<file path="config.mk">
export PLATFORM = sky130hd
export DESIGN_NAME = dac714_serial_tx
export DESIGN_NICKNAME = d
export VERILOG_FILES = /design/src/rtl/dac714_serial_tx.sv
export SDC_FILE = /design/constraint.sdc
export NUM_CORES = 1
export LEC_CHECK = 0
export ABC_AREA = 1
export CAP_MARGIN = 0
export CORE_MARGIN = 5
export CORE_UTILIZATION = 57
export CTS_BUF_LIST = sky130_fd_sc_hd__clkbuf_4
export CTS_CLUSTER_SIZE = 8
export DETAILED_ROUTE_END_ITERATION = 12
export HOLD_SLACK_MARGIN = 0.12
export PLACE_DENSITY = 0.85
export SYNTH_ARGS = -nofsm -noshare
export SYNTH_HDL_FRONTEND = slang
export SYNTH_SLANG_ARGS = --single-unit
</file>
<file path="constraint.sdc">
create_clock -name clk -period 4.05 [get_ports clk]
set_clock_uncertainty 0.05 [all_clocks]
set_input_delay 1.215 -clock clk [delete_from_list [all_inputs] [get_ports clk]]
set_output_delay 1.215 -clock clk [all_outputs]
set_load 0.01 [all_outputs]
</file>
<file path="src/rtl/dac714_serial_tx.sv">
// Serial transmitter for a DAC714: captures Yis on DACStrobe rise, shifts it MSB-first, pulses nLDAC.
// Optional build macro DAC714_OFFSET_BINARY_EN inverts the word MSB (two's complement -> offset binary).
module dac714_serial_tx #(
  parameter int DAC_WIDTH = 16,
  parameter int CLK_DIV   = 4,
  parameter int LATCH_CYC = 2
) (
  input  logic                 clk,
  input  logic                 nReset,
  input  logic                 DACStrobe,
  input  logic [DAC_WIDTH-1:0] Yis,
  input  logic                 clr_overrun,
  output logic                 dac_sclk,
  output logic                 dac_sdi,
  output logic                 dac_nCS,
  output logic                 dac_nLDAC,
  output logic                 busy,
  output logic [7:0]           overrun_cnt
);

  localparam int HW = (CLK_DIV > 1) ? $clog2(CLK_DIV) : 1;
  localparam int BW = $clog2(DAC_WIDTH + 1);
  localparam int LW = (LATCH_CYC > 1) ? $clog2(LATCH_CYC) : 1;

  typedef enum logic [1:0] {S_IDLE, S_LOAD, S_SHIFT, S_LATCH} state_t;

  state_t               state_q, state_d;
  logic                 strobe_q, strobe_d;
  logic [DAC_WIDTH-1:0] shreg_q, shreg_d;
  logic [HW-1:0]        half_q, half_d;
  logic [BW-1:0]        bit_q, bit_d;
  logic [LW-1:0]        lat_q, lat_d;
  logic                 sclk_q, sclk_d;
  logic                 sdi_q, sdi_d;
  logic                 ncs_q, ncs_d;
  logic                 nldac_q, nldac_d;
  logic                 busy_q, busy_d;
  logic                 pend_v_q, pend_v_d;
  logic [DAC_WIDTH-1:0] pend_w_q, pend_w_d;
  logic [7:0]           ovr_q, ovr_d;

  logic                 rise;
  logic                 inc;
  logic [DAC_WIDTH-1:0] launch_word;

  always_comb begin
    state_d  = state_q;
    strobe_d = DACStrobe;
    shreg_d  = shreg_q;
    half_d   = half_q;
    bit_d    = bit_q;
    lat_d    = lat_q;
    sclk_d   = sclk_q;
    sdi_d    = sdi_q;
    ncs_d    = ncs_q;
    nldac_d  = nldac_q;
    busy_d   = busy_q;
    pend_v_d = pend_v_q;
    pend_w_d = pend_w_q;
    inc      = 1'b0;
    rise     = DACStrobe & ~strobe_q;

    launch_word = pend_v_q ? pend_w_q : Yis;
`ifdef DAC714_OFFSET_BINARY_EN
    launch_word[DAC_WIDTH-1] = ~launch_word[DAC_WIDTH-1];
`endif

    case (state_q)
      S_IDLE: begin
        if (rise || pend_v_q) begin
          shreg_d = launch_word;
          sdi_d   = launch_word[DAC_WIDTH-1];
          ncs_d   = 1'b0;
          busy_d  = 1'b1;
          half_d  = '0;
          bit_d   = BW'(DAC_WIDTH);
          state_d = S_LOAD;
          // Pending word goes out first; a simultaneous rise refills the now-empty slot.
          if (pend_v_q) begin
            pend_v_d = rise;
            if (rise) pend_w_d = Yis;
          end
        end
      end
      S_LOAD: begin
        if (half_q == HW'(CLK_DIV - 1)) begin
          half_d  = '0;
          sclk_d  = 1'b1;
          state_d = S_SHIFT;
        end else begin
          half_d = half_q + 1'b1;
        end
      end
      S_SHIFT: begin
        if (half_q != HW'(CLK_DIV - 1)) begin
          half_d = half_q + 1'b1;
        end else begin
          half_d = '0;
          if (sclk_q) begin
            sclk_d  = 1'b0;
            shreg_d = shreg_q << 1;
            sdi_d   = shreg_q[DAC_WIDTH-2];
            bit_d   = bit_q - 1'b1;
          end else if (bit_q == '0) begin
            ncs_d   = 1'b1;
            nldac_d = 1'b0;
            lat_d   = '0;
            state_d = S_LATCH;
          end else begin
            sclk_d = 1'b1;
          end
        end
      end
      S_LATCH: begin
        if (lat_q == LW'(LATCH_CYC - 1)) begin
          nldac_d = 1'b1;
          busy_d  = 1'b0;
          state_d = S_IDLE;
        end else begin
          lat_d = lat_q + 1'b1;
        end
      end
      default: state_d = S_IDLE;
    endcase

    if (rise && state_q != S_IDLE) begin
      pend_w_d = Yis;
      if (pend_v_q) inc = 1'b1;
      else          pend_v_d = 1'b1;
    end

    ovr_d = ovr_q;
    if (clr_overrun)              ovr_d = '0;
    else if (inc && ovr_q != '1)  ovr_d = ovr_q + 1'b1;
  end

  always_ff @(posedge clk or negedge nReset) begin
    if (!nReset) begin
      state_q  <= S_IDLE;
      strobe_q <= 1'b0;
      shreg_q  <= '0;
      half_q   <= '0;
      bit_q    <= '0;
      lat_q    <= '0;
      sclk_q   <= 1'b0;
      sdi_q    <= 1'b0;
      ncs_q    <= 1'b1;
      nldac_q  <= 1'b1;
      busy_q   <= 1'b0;
      pend_v_q <= 1'b0;
      pend_w_q <= '0;
      ovr_q    <= '0;
    end else begin
      state_q  <= state_d;
      strobe_q <= strobe_d;
      shreg_q  <= shreg_d;
      half_q   <= half_d;
      bit_q    <= bit_d;
      lat_q    <= lat_d;
      sclk_q   <= sclk_d;
      sdi_q    <= sdi_d;
      ncs_q    <= ncs_d;
      nldac_q  <= nldac_d;
      busy_q   <= busy_d;
      pend_v_q <= pend_v_d;
      pend_w_q <= pend_w_d;
      ovr_q    <= ovr_d;
    end
  end

  assign dac_sclk    = sclk_q;
  assign dac_sdi     = sdi_q;
  assign dac_nCS     = ncs_q;
  assign dac_nLDAC   = nldac_q;
  assign busy        = busy_q;
  assign overrun_cnt = ovr_q;

endmodule

</file>
==> out/metrics.cfg, run 1 <==
[layout]
final_net_count=414
final_layout_size_suffix_gt1_share_pct=7.99
finalNonFillerCells=458
utilization_pct=66.3
syn2layout_area_growth_pct=15.0
diodes=0

[yosys]
syn_area_per_cell_um2=8.09
ys_seq_area_share_pct=48.6
synth_warnings=0
syn_area_um2=2890
yosys.area.top_type=dfrtp_1
syn_nets=384
ys_top_cells_by_area=dfrtp_1 (47%), nand2_1 (14%), a21oi_1 (5.4%)
synthCells=357
ys_types=31
synth.top_cell.area_share_pct=46.8
synth_seq_cells=56

[timing]
finalWorstPathRequiredPeriod_ns=2.73
worst_pin_slew_ns=0.779
clock.fmax_ghz=0.367
hold_violations=0
setup_ws_ns=1.32
tns_ns=0
slew_viol_final=0
setup_viol=0
whs_ns=0.422
slew_headroom_pct=47.9
fin_crit_sh_pct=67.3
rsz0062_at_grt=false

[worst_setup_path]
max_stage_delay_ns=0.56
cpMaxStageDelayCell=dfstp_2
crit_fanout=2
worstSetupPathType=register to output pin
path_buf_inv=1
start_kind=register
worstPathArrival_ns=1.46
cp_cell_sequence=clkdlybuf4s50_1
critPathRequiredTime_ns=2.78
cp_top_family=flip-flops
endpoint_kind=output pin

[global_route]
grt_overflow=0
antenna_found_initial=0
grt_pass1_wl_mm=10.2
grt_pass1_vias=2396
grtUsageTotal_pct=19.8
grt_max_degree=38

[power_and_ir_drop]
p_leak_nw=1.58
peakVddDrop_mv=0.190
switching_share_pct=22.6
intPower_uw=765
pwr-share-clk_pct=30.8
power_frac_seq_pct=60.4
power_frac_comb_pct=8.8
power.switching_uw=224
cellPowerDensity_nw_per_um2=298

[detailed_routing]
first_pass_iters=4
drt-initial-drc-count=193
routed_via_density=5.26
totalWireLength_mm=5.91
drc_errors=0
wl_per_cell_um=12.9
ant_nets=0
vias=2411

[floorplanning]
fp.dieW_um=81.2
die_h_um=81.2
start_util_pct=57.6
fp.coreArea_um2=5010
ios=33
dieArea_um2=6590
rows=26

[clocking]
clockRootBuffer=clkbuf_4
postCtsSetupBuffers=0
clockBufferDepth=2
cts.sinks=56
cts_resized=0
h-tree-depth=2
cts_buffers=5
path_clk_slew_ns=0.16
hold_buffers=0
clk_latency_ns=0.37
cts_tree=done

[placement]
dp_slack_ns=1.20
port_buffers=32
place_inst=450
place_congestion=0.852
dpl.hpwl_mm=4.16

[status]
status=finished, final reports clean

[worst_hold_path]
hold_class=register to register

[run]
max_cap_viol_count=0

-- stage by stage --
step | total power [mW] | cell area (um^2)
5_1_grt | 1.04 | 3320
4_1_cts | 1.00 | 3320
2_1_floorplan | 0.649 | 2890
6_report | 0.988 | 3320
3_5_place_dp | 0.694 | 3240
3_3_place_gp | 0.690 | 3240
-- worst min-delay path: stages (launching register included) --
cell	delay, ns
dfstp_2	0.40
nand2_1	0.05
nand2_1	0.04
-- cells by family (layout without fill, tap and decap cells) --
family,after synthesis,in the layout,share of synthesized area (%)
AO/OA/AOI/OAI,76,76,14.1
XOR/XNOR,2,2,0.607
adder cells (fa/ha/maj),7,7,3.03
buffers and inverters,48,79,7.28
flip-flops,56,56,48.6
multiplexers,9,9,4.16
AND/OR/NAND/NOR,159,159,22.2
-- routing by layer --
layer  vias up  wire length [um]  track usage (%)
met5         -                 0                0
met4         0                67             5.41
met3         8               276             4.10
met2        52              2830             35.0
met1      1133              2740             24.6
li1       1218                 -                -
-- state kept, by name, summed over array words and instances (netlist names) --
signal and cells:
half_q 2, strobe_q 1, busy 1, overrun_cnt 8, pend_v_q 1, dac_sclk 1, dac_nLDAC 1, bit_q 5
dac_sdi 1, shreg_q 15, state_q 2, dac_nCS 1, lat_q 1, pend_w_q 16
-- layout by cell type, fill, tap and decap left out, types with 2 or more instances in the layout --
cell type and n:
mux2_4 5, nand2_1 110, nand4_1 6, clkbuf_4 6
nand3_1 14, inv_1 33, o21ai_1 14, nor2_1 25
clkdlybuf4s50_1 31, mux2_2 4, inv_2 2, dfstp_2 2
buf_4 3, a21oi_1 31, ha_1 7, xor2_1 2
o21ai_0 24, dfrtp_1 54
-- final timing paths --
kind,start,to,slack [ns],cells past startpoint
setup / recovery,dac_nCS,dac_nCS,1.32,1
hold / removal,dac_nCS,dac_nCS,0.42,2
setup reg to reg,state_q[0],bit_q[4],1.46,7
hold reg to reg,dac_nCS,dac_nCS,0.42,2
max in group asynchronous,nReset,dac_nCS,2.38,2
min in group asynchronous,nReset,pend_w_q[6],0.84,1
-- power by group through the flow --
stage / registers (mW) / logic [mW] / clock network [mW]
final: 0.597 / 0.0866 / 0.304
after global routing: 0.600 / 0.0971 / 0.340
after CTS: 0.597 / 0.0878 / 0.316
after detailed placement: 0.606 / 0.0875 / 0
after global placement: 0.606 / 0.0842 / 0
after floorplan: 0.604 / 0.0451 / 0
-- area by class of cell --
cell class	instances	area, um^2
clock buffer	6	45.0
tap	70	87.6
timing repair buffer	35	338
clock inverter	2	35.0
sequential	56	1400
multi-input combinational	253	1270
inverter	36	138
fill	444	1690
-- synth_stat cells --
library cell and n:
o21ai_4 1, o21a_1 1, mux2_2 4, a21oi_1 31
ha_1 7, inv_2 2, buf_4 3, o2111ai_1 1
a31oi_1 1, o21ai_1 14, nand3_1 14, clkbuf_1 1
nand3_2 1, nor2_1 25, buf_6 1, o22ai_1 1
inv_4 1, nand4_1 6, dfstp_2 2, buf_2 7
xor2_1 2, a21o_1 1, a21oi_2 1, nor3_1 1
mux2_4 5, dfrtp_1 54, inv_1 33, o21ai_0 24
nor2_2 1, nand2_1 110, nand2_2 1
Note: power is estimated with default switching activity, not from simulation.
==> run 2: changes to the inputs <==
--- a/config.mk
+++ b/config.mk
@@ -8,12 +8,12 @@
 export ABC_AREA = 1
 export CAP_MARGIN = 0
 export CORE_MARGIN = 5
-export CORE_UTILIZATION = 57
+export CORE_UTILIZATION = 52
 export CTS_BUF_LIST = sky130_fd_sc_hd__clkbuf_4
 export CTS_CLUSTER_SIZE = 8
 export DETAILED_ROUTE_END_ITERATION = 12
 export HOLD_SLACK_MARGIN = 0.12
-export PLACE_DENSITY = 0.85
+export PLACE_DENSITY = 0.82
 export SYNTH_ARGS = -nofsm -noshare
 export SYNTH_HDL_FRONTEND = slang
 export SYNTH_SLANG_ARGS = --single-unit
==> constraint.sdc (replaced) <==
create_clock -name clk -period 2.3 [get_ports clk]
set_clock_uncertainty 0.05 [all_clocks]
set_input_delay 0.69 -clock clk [delete_from_list [all_inputs] [get_ports clk]]
set_output_delay 0.69 -clock clk [all_outputs]
set_load 0.01 [all_outputs]
==> run 2 against run 1 <==
  * Via count rose by 1.1%
  * Core utilization fell by 4.4 points
  * Largest cell class unchanged
  * Die area rose by 8.4%
  * Global-route usage fell by 1.5 points
  * Count of clock-buffer cells in the layout rose by 1
  * Wire length rose by 2.6%
  * Largest power group unchanged
  * Register-to-register slack got worse by 0.99 ns
  * Final area rose by 1.3%
==> out/metrics.cfg, run 2 (same netlist as run 1, synthesis figures left out) <==
[worst_setup_path]
cp_cell_sequence=clkdlybuf4s50_1
critPathRequiredTime_ns=1.56
start_kind=register
cp_top_family=flip-flops
endpoint_kind=output pin
path_buf_inv=1
worstSetupPathType=register to output pin
worstPathArrival_ns=1.47
cpMaxStageDelayCell=dfstp_2
cp-startpoint=dac_nCS
max_stage_delay_ns=0.56
crit_fanout=2
rr_startpoint=state_q[0]

[clocking]
clockRootBuffer=clkbuf_4
clk_latency_ns=0.38
cts.sinks=56
cts_resized=0
hold_buffers=0
h-tree-depth=2
cts_tree=done
postCtsSetupBuffers=0
path_clk_slew_ns=0.16
cts_buffers=5
clockBufferDepth=2

[power_and_ir_drop]
total_power_mw=1.65
peakVddDrop_mv=0.272
cellPowerDensity_nw_per_um2=492
switching_share_pct=24.3
intPower_mw=1.25
power.switching_uw=403
power_frac_seq_pct=63.5
pwr-share-clk_pct=27.1
power_frac_comb_pct=9.4
p_leak_nw=1.61

[placement]
port_buffers=32
dpl.hpwl_mm=4.30
dp_slack_ns=-0.0232
place_congestion=0.852

[timing]
finalWorstPathRequiredPeriod_ns=2.21
hold_violations=0
slew_viol_final=0
clock.fmax_ghz=0.453
fin_crit_sh_pct=96.1
worst_pin_slew_ns=0.408
setup_ws_ns=0.0906
tns_ns=0
rsz0062_at_grt=false
slew_headroom_pct=72.7
setup_viol=0

[layout]
mostFrequentLayoutCells=nand2_1 (110), dfrtp_1 (54), inv_1 (33)
fillCellCount=476
largest_reg_flops=16
top_register=pend_w_q
diodes=0
final_layout_size_suffix_gt1_share_pct=9.16
syn2layout_area_growth_pct=16.5
final_net_count=419
layout_commonest_cell=nand2_1

[status]
status=finished, final reports clean

[detailed_routing]
drt-initial-drc-count=147
vias=2437
wl_per_cell_um=13.0
ant_nets=0
drc_errors=0
totalWireLength_mm=6.06
routed_via_density=5.24
first_pass_iters=4

[global_route]
gr-usage-met1_pct=23.5
antenna_found_initial=0
grt_pass1_wl_mm=10.6
grt_pass1_vias=2371
grt_max_degree=57
top_usage_layer=met2
met3_usage_pct=5.50
grt_overflow=0
met2_usage_pct=30.2
grtUsageTotal_pct=18.3

[floorplanning]
rows=27
dieArea_um2=7140
fp.coreArea_um2=5440
die_h_um=84.5
start_util_pct=53.1
ios=33
fp.dieW_um=84.5

[run]
max_cap_viol_count=0

[worst_hold_path]
hold_class=input pin to asynchronous set/reset pin

-- run 2: worst reg2reg max path, stage by stage (launching register included) --
cell and delay [ns]:
dfrtp_1 0.44, inv_1 0.08, ha_1 0.28, inv_2 0.08, nor2_1 0.08, o21ai_4 0.38, buf_4 0.24, nand2_1 0.05
o21ai_1 0.07
-- run 2: final timing paths --
path	to	slack [ns]	depth (start not counted)
min reg2reg	dac_nCS	0.43	2
max	dac_nCS	0.09	1
min	pend_w_q[8]	0.22	2
max reg2reg	shreg_q[11]	0.47	8
min in group clk	dac_nCS	0.43	2
max in group asynchronous	dac_nLDAC	1.67	2
-- run 2: metrics by stage --
stage	area [um^2]	cells	hold slack [ns]	util [%]
3_3_place_gp	3310	457	0.402	60.8
4_1_cts	3360	465	0.227	61.8
3_5_place_dp	3310	457	0.407	60.8
6_report	3360	465	0.222	61.8
2_1_floorplan	2890	357	0.344	-
5_1_grt	3360	465	0.213	61.8
-- run 2: layout make-up --
| cell class | instances | area, um^2 | share of cell area [%] |
|---|---|---|---|
| repair buffers | 40 | 400 | 11.9 |
| flip-flops and latches | 56 | 1400 | 41.7 |
| well taps | 72 | 90.1 | 2.68 |
| clock buffers | 7 | 52.6 | 1.56 |
| clock inverters | 1 | 5.00 | 0.149 |
| multi-input cells | 253 | 1270 | 37.9 |
| inverters | 36 | 138 | 4.09 |
-- run 2: power groups by stage --
stage | registers [mW] | logic [mW] | clock network (mW)
after floorplan | 1.06 | 0.0795 | 0
after global placement | 1.07 | 0.151 | 0
after detailed placement | 1.07 | 0.157 | 0
after CTS | 1.05 | 0.158 | 0.466
after global routing | 1.06 | 0.175 | 0.515
final | 1.05 | 0.156 | 0.448
-- run 2: layer usage --
| layer | share of wire, % | vias up |
|---|---|---|
| met2 | 48 | 65 |
| met5 | 0 | - |
| met3 | 5.4 | 6 |
| met1 | 45 | 1140 |
| met4 | 1.1 | 0 |
| li1 | - | 1226 |
==> run 3: changes to the inputs <==
--- a/config.mk
+++ b/config.mk
@@ -5,7 +5,7 @@
 export SDC_FILE = /design/constraint.sdc
 export NUM_CORES = 1
 export LEC_CHECK = 0
-export ABC_AREA = 1
+export ABC_AREA = 0
 export CAP_MARGIN = 0
 export CORE_MARGIN = 5
 export CORE_UTILIZATION = 52
==> run 3 against run 2 <==
  * Final area down 2.2%
  * Sequential share of layout area increased by 0.94 points
  * Synthesized cell count decreased by 27%
  * Flip-flop and latch count stayed put
  * Wire length fell by 17%
  * Highest routed layer unchanged
  * Critical path depth is the same
  * Worst setup slack hardly changed
  * Largest cell class unchanged
  * Largest power group unchanged
  * Critical path type unchanged
==> out/metrics.cfg, run 3 <==
[detailed_routing]
drt-initial-drc-count=100
first_pass_iters=4
totalWireLength_mm=5.01
vias=2020
drc_errors=0
routed_via_density=5.46
wl_per_cell_um=13.5
ant_nets=0

[global_route]
grt_pass1_vias=1959
grt_pass1_wl_mm=8.75
grt_max_degree=57
antenna_found_initial=0
grtUsageTotal_pct=16.5
grt_overflow=0

[timing]
setup_ws_ns=0.0901
tns_ns=0
finalWorstPathRequiredPeriod_ns=2.21
whs_ns=0.232
worst_pin_slew_ns=0.393
slew_viol_final=0
rsz0062_at_grt=false
clock.fmax_ghz=0.453
hold_violations=0
slew_headroom_pct=73.5
setup_viol=0
fin_crit_sh_pct=96.1

[yosys]
synth_flop_cell=dfrtp_1
ys_types=37
synth_edf_count=0
yosysMostFrequentCell=dfrtp_1
yosys.area.top_type=dfrtp_1
synth_common_cells=dfrtp_1 (54), nor2_1 (30), o21ai_0 (23)
synth_seq_cells=56
synthArstFlopShare_pct=100
synth.top_cell.area_share_pct=49.1
synthCells=261
ys_seq_area_share_pct=51.0
ys_top_cells_by_area=dfrtp_1 (49%), mux2_2 (7.0%), mux2i_1 (6.9%)
synth_warnings=0
syn_area_um2=2750
syn_area_per_cell_um2=10.5
syn_nets=288

[clocking]
hold_buffers=0
clockBufferDepth=2
path_clk_slew_ns=0.15
clockRootBuffer=clkbuf_4
postCtsSetupBuffers=0
cts.sinks=56
h-tree-depth=2
cts_buffers=5
clk_latency_ns=0.37
cts_resized=0
cts_tree=done

[layout]
mostFrequentLayoutCells=dfrtp_1 (54), clkdlybuf4s50_1 (31), nor2_1 (30)
diodes=0
fillCellCount=448
final_net_count=326
largest_reg_flops=16
final_layout_size_suffix_gt1_share_pct=15.3
finalNonFillerCells=370
multi_input_area_um2=1260
layout_commonest_cell=dfrtp_1
top_register=pend_w_q
finish.instance_area_um2=3290
seq_area_um2=1400
utilization_pct=64.4
syn2layout_area_growth_pct=19.6

[worst_setup_path]
critPathRequiredTime_ns=1.56
worstPathArrival_ns=1.47
max_stage_delay_ns=0.57
start_kind=register
cp_top_family=flip-flops
crit_cells=1
reg2regPathDepth=7
worstSetupPathType=register to output pin
path_buf_inv=1
cp_cell_sequence=clkdlybuf4s50_1
crit_fanout=3
endpoint_kind=output pin
cpMaxStageDelayCell=dfstp_2

[floorplanning]
fp.coreArea_um2=5110
dieArea_um2=6840
die_h_um=82.7
start_util_pct=53.8
ios=33
rows=26
fp.dieW_um=82.7

[power_and_ir_drop]
cellPowerDensity_nw_per_um2=496
peakVddDrop_mv=0.380
total_power_mw=1.63
p_leak_nw=1.49

[placement]
place_congestion=0.816
dpl.hpwl_mm=3.48
port_buffers=32
place_inst=362
place_area_um2=3230
dp_slack_ns=0.0477

[worst_hold_path]
hold_class=input pin to asynchronous set/reset pin

[status]
status=finished, final reports clean

[run]
max_cap_viol_count=0

[run 3: cell count changes in the layout (fill, tap and decap cells not counted), sizes merged, moves of 4 or more]
cell | previous run | this run
a21oi | 32 | 22
nor2 | 26 | 30
xor2 | 2 | 9
nand4 | 6 | 1
o211ai | 0 | 5
o21ai | 39 | 23
mux2i | 0 | 19
buf | 9 | 13
nand2 | 111 | 21
nand3 | 15 | 1
mux2 | 9 | 18
inv | 36 | 9
[run 3: final timing paths]
check,to,slack [ns],startpoint
max,dac_nLDAC,0.09,dac_nLDAC
max in group asynchronous,dac_nLDAC,1.67,nReset
min in group clk,shreg_q[10],0.45,shreg_q[10]
max reg2reg,half_q[0],0.30,state_q[0]
min,pend_w_q[6],0.23,nReset
min reg2reg,shreg_q[10],0.45,shreg_q[10]
[run 3: cell families (layout without fill, tap and decap cells)]
family	after synthesis	in the layout	synth area share [%]
compound gates	61	61	13.2
simple gates	69	69	12.1
mux	37	37	14.4
fa+ha+maj	7	7	3.18
xor+xnor	9	9	2.87
buf+inv	22	61	3.18
flops	56	56	51.0
[run 3: report_power, final]
part,total [mW],leakage [nW],internal [mW],switching (mW)
Clock,0.423,0.0293,0.129,0.294
Sequential,1.05,0.711,1.03,0.0222
Combinational,0.157,0.748,0.0939,0.0632
Total,1.63,1.49,1.25,0.379
[run 3: per-layer routing]
| layer | GRT usage, % | vias to the layer above | wire, um |
|---|---|---|---|
| met4 | 6.05 | 0 | 74 |
| met3 | 3.15 | 7 | 186 |
| met2 | 27.4 | 33 | 2480 |
| met1 | 21.5 | 989 | 2270 |
| li1 | - | 991 | - |
| met5 | 0 | - | 0 |
[run 3: layout make-up]
type,instances,area share (%)
clock inverters,2,0.342
flip-flops and latches,56,42.7
inverters,9,1.03
clock buffers,6,1.37
well taps,70,2.66
multi-input cells,183,38.5
repair buffers,44,13.5
[run 3: worst register-to-register path, stage by stage, from the launching register on]
cell and delay [ns]:
dfrtp_1 0.44, inv_1 0.12, ha_1 0.31, nand2b_1 0.19
or2_2 0.37, buf_4 0.16, o21ai_0 0.12, a22o_1 0.19
